$ cat config.mk
export PLATFORM = sky130hd
export DESIGN_NAME = oc8051_xram_arbiter
export DESIGN_NICKNAME = d
export VERILOG_FILES = /design/src/rtl/oc8051_xram_arbiter.sv
export SDC_FILE = /design/constraint.sdc
export NUM_CORES = 1
export LEC_CHECK = 0
export ABC_CLOCK_PERIOD_IN_PS = 2300
export BUFFER_PORTS_ARGS = -buffer_cell sky130_fd_sc_hd__buf_2
export CAP_MARGIN = 10
export CORE_ASPECT_RATIO = 0.9
export CORE_MARGIN = 2
export CORE_UTILIZATION = 25
export DETAILED_ROUTE_END_ITERATION = 6
export PLACE_DENSITY = 0.66
export REMOVE_ABC_BUFFERS = 1
export SYNTH_ARGS = -nofsm -noshare
export SYNTH_HDL_FRONTEND = slang
export SYNTH_SLANG_ARGS = --single-unit
$ cat constraint.sdc
create_clock -name clk -period 2.3 [get_ports clk]
set_input_delay 0.69 -clock clk [delete_from_list [all_inputs] [get_ports clk]]
set_output_delay 0.69 -clock clk [all_outputs]
set_load 0.02 [all_outputs]
$ cat src/rtl/oc8051_xram_arbiter.sv
// Round-robin arbiter that shares the single XRAM/page-table port among N bus masters.
// Page-table verdicts gate the memory strobe, and hung accesses are completed by timeout.
module oc8051_xram_arbiter #(
    parameter int N       = 4,
    parameter int TIMEOUT = 16
) (
    input  logic              clk,
    input  logic              rst,
    input  logic [N-1:0]      req_stb,
    input  logic [N-1:0]      req_wr,
    input  logic [16*N-1:0]   req_addr,
    input  logic [8*N-1:0]    req_wdata,
    output logic [N-1:0]      req_ack,
    output logic [N-1:0]      req_err,
    output logic [8*N-1:0]    req_rdata,
    output logic              xram_stb,
    output logic              mem_stb,
    output logic              xram_wr,
    output logic [15:0]       xram_addr,
    output logic [7:0]        xram_data_out,
    output logic [2:0]        accesser,
    input  logic              wr_en,
    input  logic              rd_en,
    input  logic              xram_ack,
    input  logic [7:0]        xram_data_in,
    output logic              busy,
    output logic [7:0]        deny_cnt
);

    localparam int TW = $clog2(TIMEOUT);
    localparam logic [TW-1:0] TLAST = TW'(TIMEOUT - 1);

    localparam logic [0:0] ST_IDLE   = 1'b0;
    localparam logic [0:0] ST_ACCESS = 1'b1;

    logic [0:0]    state_q, state_d;
    logic [2:0]    g_q, g_d;
    logic [2:0]    rr_q, rr_d;
    logic [TW-1:0] tcnt_q, tcnt_d;
    logic [7:0]    deny_q, deny_d;

    // Widen request vectors to eight slots so a 3-bit grant index selects them exactly.
    logic [7:0]   stb_pad;
    logic [7:0]   wr_pad;
    logic [127:0] addr_pad;
    logic [63:0]  wdata_pad;

    assign stb_pad   = 8'(req_stb);
    assign wr_pad    = 8'(req_wr);
    assign addr_pad  = 128'(req_addr);
    assign wdata_pad = 64'(req_wdata);

    logic       pick_valid;
    logic [2:0] pick_idx;
    logic [3:0] cand;

    // Scan from the highest offset down so the requester closest to rr wins.
    // NOTE: every always_comb output gets a default first so no path can infer a latch.
    always_comb begin
        pick_valid = 1'b0;
        pick_idx   = '0;
        cand       = '0;
        for (int k = N - 1; k >= 0; k--) begin
            cand = {1'b0, rr_q} + 4'(k);
            if (cand >= 4'(N)) cand = cand - 4'(N);
            if (stb_pad[cand[2:0]]) begin
                pick_valid = 1'b1;
                pick_idx   = cand[2:0];
            end
        end
    end

    logic in_access;
    logic perm;
    logic done;
    logic fail;
    logic fire;

    assign in_access     = (state_q == ST_ACCESS);
    assign xram_stb      = in_access;
    assign xram_wr       = in_access & wr_pad[g_q];
    assign xram_addr     = in_access ? addr_pad[{g_q, 4'b0000} +: 16] : 16'h0000;
    assign xram_data_out = in_access ? wdata_pad[{g_q, 3'b000} +: 8] : 8'h00;
    assign accesser      = in_access ? g_q : 3'd0;
    assign perm          = xram_wr ? wr_en : rd_en;
    assign mem_stb       = in_access & perm;
    assign busy          = in_access;
    assign deny_cnt      = deny_q;

    // Denial wins over ack; timeout only when the access was permitted but never acked.
    assign done = in_access & (~perm | xram_ack | (tcnt_q == TLAST));
    assign fail = ~perm | ~xram_ack;
    // An access aborted by reset must not complete toward its master.
    assign fire = done & ~rst;

    always_comb begin
        req_ack   = '0;
        req_err   = '0;
        req_rdata = '0;
        for (int i = 0; i < N; i++) begin
            if (in_access && g_q == 3'(i)) begin
                req_ack[i]          = fire;
                req_err[i]          = fire & fail;
                req_rdata[8*i +: 8] = xram_data_in;
            end
        end
    end

    always_comb begin
        state_d = state_q;
        g_d     = g_q;
        rr_d    = rr_q;
        tcnt_d  = tcnt_q;
        deny_d  = deny_q;
        case (state_q)
            ST_IDLE: begin
                if (pick_valid) begin
                    state_d = ST_ACCESS;
                    g_d     = pick_idx;
                    tcnt_d  = '0;
                end
            end
            default: begin
                if (done) begin
                    state_d = ST_IDLE;
                    rr_d    = (g_q == 3'(N - 1)) ? 3'd0 : g_q + 3'd1;
                    if (!perm && deny_q != 8'hFF) deny_d = deny_q + 8'd1;
                end else begin
                    tcnt_d = tcnt_q + TW'(1);
                end
            end
        endcase
    end

    // NOTE: sequential state uses non-blocking assignments so every register samples pre-edge values.
    always_ff @(posedge clk) begin
        if (rst) begin
            state_q <= ST_IDLE;
            g_q     <= '0;
            rr_q    <= '0;
            tcnt_q  <= '0;
            deny_q  <= '0;
        end else begin
            state_q <= state_d;
            g_q     <= g_d;
            rr_q    <= rr_d;
            tcnt_q  <= tcnt_d;
            deny_q  <= deny_d;
        end
    end

endmodule

-- Word level (Yosys, flattened, before mapping)
Index checks and enable logic that the tools add are counted.
- $add $sub $neg: 10
- magnitude comparators: 9
- eq/ne operators: 6
- shift operators: 2
- muxes and demuxes: 45
- bitwise operators: 12
- reduce and logical (&&, ||, !) cells: 12
- operators with widths (operator ; count):
    $shiftx A128 B8 Y16 ; 1
    $shiftx A64 B7 Y8 ; 1
    $mux W8 ; 5
    $mux W3 ; 10
    $mux W1 ; 21
    $lt A3 B4 Y1 const B ; 5
    $mux W16 ; 1
    $bmux W1 S3 ; 5
    $ge A4 B3 Y1 const B ; 3
    $mux W4 ; 3
    $sub A3 B3 Y3 const B ; 4
    $add A3 B2 Y4 const B ; 2
    $add A8 B1 Y8 const B ; 1
    $ne A8 B8 Y1 const B ; 1
    $eq A3 B2 Y1 const B ; 2
    $reduce_and A2 Y1 ; 3
    $and A1 B1 Y1 ; 5
    $logic_and A1 B1 Y1 ; 5
    $add A3 B1 Y4 const B ; 1
    $add A4 B1 Y4 const B ; 1
    $eq A4 B4 Y1 const B ; 1
    $not A1 Y1 ; 4
    $add A3 B1 Y3 const B ; 1
    $eq A3 B1 Y1 const B ; 1
    other kinds (7) ; 9
- flip-flop bits (word level): 19
- logic and storage cells: 101

-- Longest topological paths before layout
- depth in word-level cells: 11
- gate-level depth with buffers: 8
- mapped depth without buffers: 7

-- Worst setup path after synthesis
OpenSTA, ideal clock, no wires.
- path kind: register to output
- start: register state_q (netlist: busy)
- end: output req_err[3]
- arrival time: 2.179 ns
- required time: 1.610 ns
- setup slack: -0.569 ns
- stages on the path, launching flop included: 7
- cells stage by stage: dfxtp_1 -> buf_4 -> or3b_4 -> o22ai_4 -> mux2_4 -> o2111ai_1 -> nor2_1
- word-level cells in the longest chain between the ends: 9
- ends and longest elaborated chain (element ; line ; RTL):
    from (decl) ; 36 ; logic [0:0] state_q, state_d;
    from (signal assigned) ; 144 ; state_q <= state_d;
    $and A1 B1 Y1 * ; 81 ; assign xram_wr = in_access & wr_pad[g_q];
    net xram_wr ; 18 ; output logic xram_wr,
    $mux W1 * ; 85 ; assign perm = xram_wr ? wr_en : rd_en;
    $not A1 Y1 * ; 91, 92 ;
    $or A1 B1 Y1 (2 in a row) ; 91 ; assign done = in_access & (~perm | xram_ack | (tcnt_q == TLAST));
    $and A1 B1 Y1 ; 91 ;
    $and A1 B1 Y1 ; 94 ; assign fire = done & ~rst;
    $and A1 B1 Y1 * ; 103 ; req_err[i] = fire & fail;
    $mux W1 * ; 101 ; if (in_access && g_q == 3'(i)) begin
    to (decl) ; 14 ; output logic [N-1:0] req_err,
Mark *: on every way through the listed nets, which the timed path passes. The rest lies on a longest branch.

-- Final worst setup path
- start: register g_q[2]
- end: output req_err[0]
- word-level cells in the longest chain between the ends: 11
- ends and longest elaborated chain (element ; line ; RTL):
    from (decl) ; 37 ; logic [2:0] g_q, g_d;
    from (signal assigned) ; 145 ; g_q <= g_d;
    $bmux W1 S3 ; 81 ;
    $mux W1 (implied by the code) ; 81 ;
    $and A1 B1 Y1 ; 81 ;
    $mux W1 ; 85 ;
    $not A1 Y1 ; 91, 92 ;
    $or A1 B1 Y1 (2 in a row) ; 91 ;
    $and A1 B1 Y1 ; 91 ;
    $and A1 B1 Y1 ; 94 ;
    $and A1 B1 Y1 ; 103 ;
    $mux W1 * ; 101 ;
Every way passes the cells marked *; elsewhere a longest branch is shown, timed or not. The select of a mux whose other input is x is not followed.

==> results by group <==
Run status
  – Status: finished, violations left
  – Violated checks: negative setup slack

Drt
  – Routed Antenna Nets: 0
  – Vias per cell: 5.14
  – Via count: 3331
  – Initial detailed-routing violation count: 264
  – Total Wirelength: 11700 microns
  – Iteration count of the initial detailed-routing pass: 4
  – Post-route DRC: 0
  – Routed WL per cell: 18.1 microns

CTS
  – Depth of the CTS H-tree: 1
  – Root Driver: clkbuf_8
  – CTS hold repair buffers: 0
  – TritonCTS Buffers: 3
  – CTS tree: yes
  – Clk sinks: 19
  – Clk_lat worst skew: 0.25 ns
  – Max clock buf depth: 2
  – Clock transition at path regs: 0.07 ns

STA
  – Max-slew headroom: 0.662
  – Final clock skew: 0.00161 ns
  – Fmax: 379 MHz
  – Minimum clock period: 2.64 ns
  – Max-slew violation count: 0
  – Least-Margin Pin Slew: 0.502 ns
  – Setup ws final: -0.341 ns
  – Setup TNS: -11.21 ns
  – Final hold violation count: 0
  – Fin crit share: 1.15
  – Final setup violation count: 65
  – RSZ-0062 raised after global routing: true

Synth
  – Mapped Area: 2420 sq um
  – Area leader, netlist: mux4_2
  – Top-area cell type share of the netlist area: 0.252
  – Synth warn: 0
  – Mapped Avg Cell Area: 9.19 sq um
  – FF+latch count, synth: 19
  – Synth cell types: 51
  – Synthesized instance count: 263
  – Post-synth EDFFs: 0
  – Most common cell in the netlist: and3_1
  – Register area share after synthesis: 0.157
  – Post-synth top cells: and3_1, mux4_2, and2_1
  – Ys async rst share: 0
  – Primary FF master, synth: dfxtp_1
  – Dominant cells by area after synthesis: mux4_2, dfxtp_1, and3_1, and2_1, ha_1

GRT
  – Initial antenna violation count: 2
  – First-pass GRT wire length: 15600 microns
  – Total grt overflow: 0
  – Vias in the first global route: 2995
  – Gr usage total: 0.186
  – Pin count of the biggest net entering global routing: 26

Cells and area
  – Final Net Count: 646
  – Fraction of layout cells with a size suffix above 1: 0.731
  – Area delta synth->final: 111%
  – Layout Cells excl Fill: 648
  – Finished Cell Area: 5090 sq um
  – Final core utilization: 0.534

Placed design
  – Port bufs: 195
  – Detailed placement HPWL: 8060 microns
  – Placed Cells: 597
  – Routability cong.: 0.925
  – Area after DPL: 3750 sq um

Setup path
  – Startpoint types: flip-flop
  – CP peak stage delay: 0.41 ns
  – CP Capture Type: primary output
  – Most used cell, CP: buf_6
  – Max FO, Critical Path: 4
  – Slowest CP cell: or3b_4
  – Cell family with the largest share of critical-path delay: simple AND/OR/NAND/NOR gates
  – Setup CP Type: flip-flop to primary output
  – Worst EP required: 1.61 ns
  – Crit path DAT: 1.95 ns
  – WP buf/inv: 2
  – CP cell instances: or3b_4, o22ai_4, mux2_4, o2111ai_4, buf_6, nor2_2, buf_6

Power
  – VDD IR max: 225 uV
  – Internal: 1580 uW
  – Tot Pwr: 2560 uW
  – Power Dens Cells: 503 nW/um^2
  – Psw: 981 uW
  – Clock power frac: 0.090
  – Lkg Pwr: 0.00230 uW
  – Combinational Power Share: 0.764
  – Switching part of the total: 0.384
  – Reg power frac: 0.146

Run
  – Max-cap violations: 0

Floorplan
  – # IOs: 196
  – Starting Density: 0.254
  – Die ar.: 10500 sq um
  – Core Box Area: 9530 sq um
  – Die H: 97.3 microns
  – Die width: 108 microns
  – Num rows: 34

Min path
  – HP Class: flip-flop to flip-flop
## state kept, by name (all words and copies together), names as in the netlist
signal and count:
deny_cnt 8, tcnt_q 4, g_q 3, rr_q 3, busy 1
## power groups by stage
stage,clock (uW),sequential [uW],combinational (uW)
final,229,373,1960
after global routing,247,377,2070
after floorplan,0,460,653
after detailed placement,0,376,1230
after CTS,231,373,1490
after global placement,0,374,1210
## metal layers
layer  GRT usage  vias up  routed length, microns
met5           0        -                       0
met4      0.0404        0                     199
met3      0.0423       19                     753
met2       0.321      141                    5980
met1       0.235     1632                    4790
li1            -     1539                       -
## metrics by stage
| step | setup WS (ns) | hold slack (ns) |
|---|---|---|
| floorplan | -1.30 | 0.457 |
| detailed placement | -0.444 | 0.480 |
| CTS | -0.351 | 0.494 |
| global placement | -0.379 | 0.473 |
| finish | -0.341 | 0.513 |
| global route | -0.402 | 0.528 |
## path summary, 6_finish.rpt
| kind | cells past startpoint | slack, ns | start | end |
|---|---|---|---|---|
| max | 7 | -0.34 | g_q[2] | req_err[0] |
| min | 2 | 0.51 | rr_q[0] | rr_q[0] |
| max reg2reg | 7 | 0.25 | rr_q[1] | g_q[0] |
| min reg2reg | 2 | 0.51 | rr_q[0] | rr_q[0] |
## cells in the final DEF (no fill, tap or decap), drive strengths merged, types with 2 or more instances in the layout
cell	n
nand3	6
buf	271
and3	37
o21ai	8
nand4	4
nand2	10
mux4	27
nor2	21
o211ai	7
xnor2	5
a31oi	4
inv	6
a21oi	8
dfxtp	19
o22ai	3
nor3	3
nand3b	2
clkbuf	7
nor2b	2
a2111oi	3
a211oi	3
and2	25
ha	8
nand2b	2
diode	2
clkinvlp	2
nand4b	3
mux2	5
mux2i	6
## cell families after synthesis
logic type | count (synthesis) | synth area share
AND/OR/NAND/NOR | 118 | 0.275
AO/OA/AOI/OAI | 46 | 0.151
multiplexers | 38 | 0.305
buffers and inverters | 29 | 0.0528
flip-flops | 19 | 0.157
adder cells (fa/ha/maj) | 8 | 0.0414
XOR/XNOR | 5 | 0.0181
## area by class of cell
cell class | count | area (sq um)
fill | 836 | 4440
timing repair buffer | 274 | 2230
multi-input combinational | 215 | 2220
sequential | 19 | 388
tap | 126 | 158
clock buffer | 4 | 45.0
inverter | 8 | 37.5
antenna | 2 | 5.00
## timing repair
action / CTS / global route
resized for setup: 63 / 165
endpoints found under the setup margin: 66 / 67
pin swaps: 5 / 28
cloned: 5 / 3
setup buffers: 7 / 36
## worst register-to-register path: stages, from the launching register on
cell	delay [ns]
dfxtp_1	0.42
inv_1	0.13
ha_1	0.37
mux4_2	0.31
o21ai_1	0.15
a31o_2	0.23
nor4_1	0.06
a211oi_1	0.27
(Power assumes the default switching activity.)
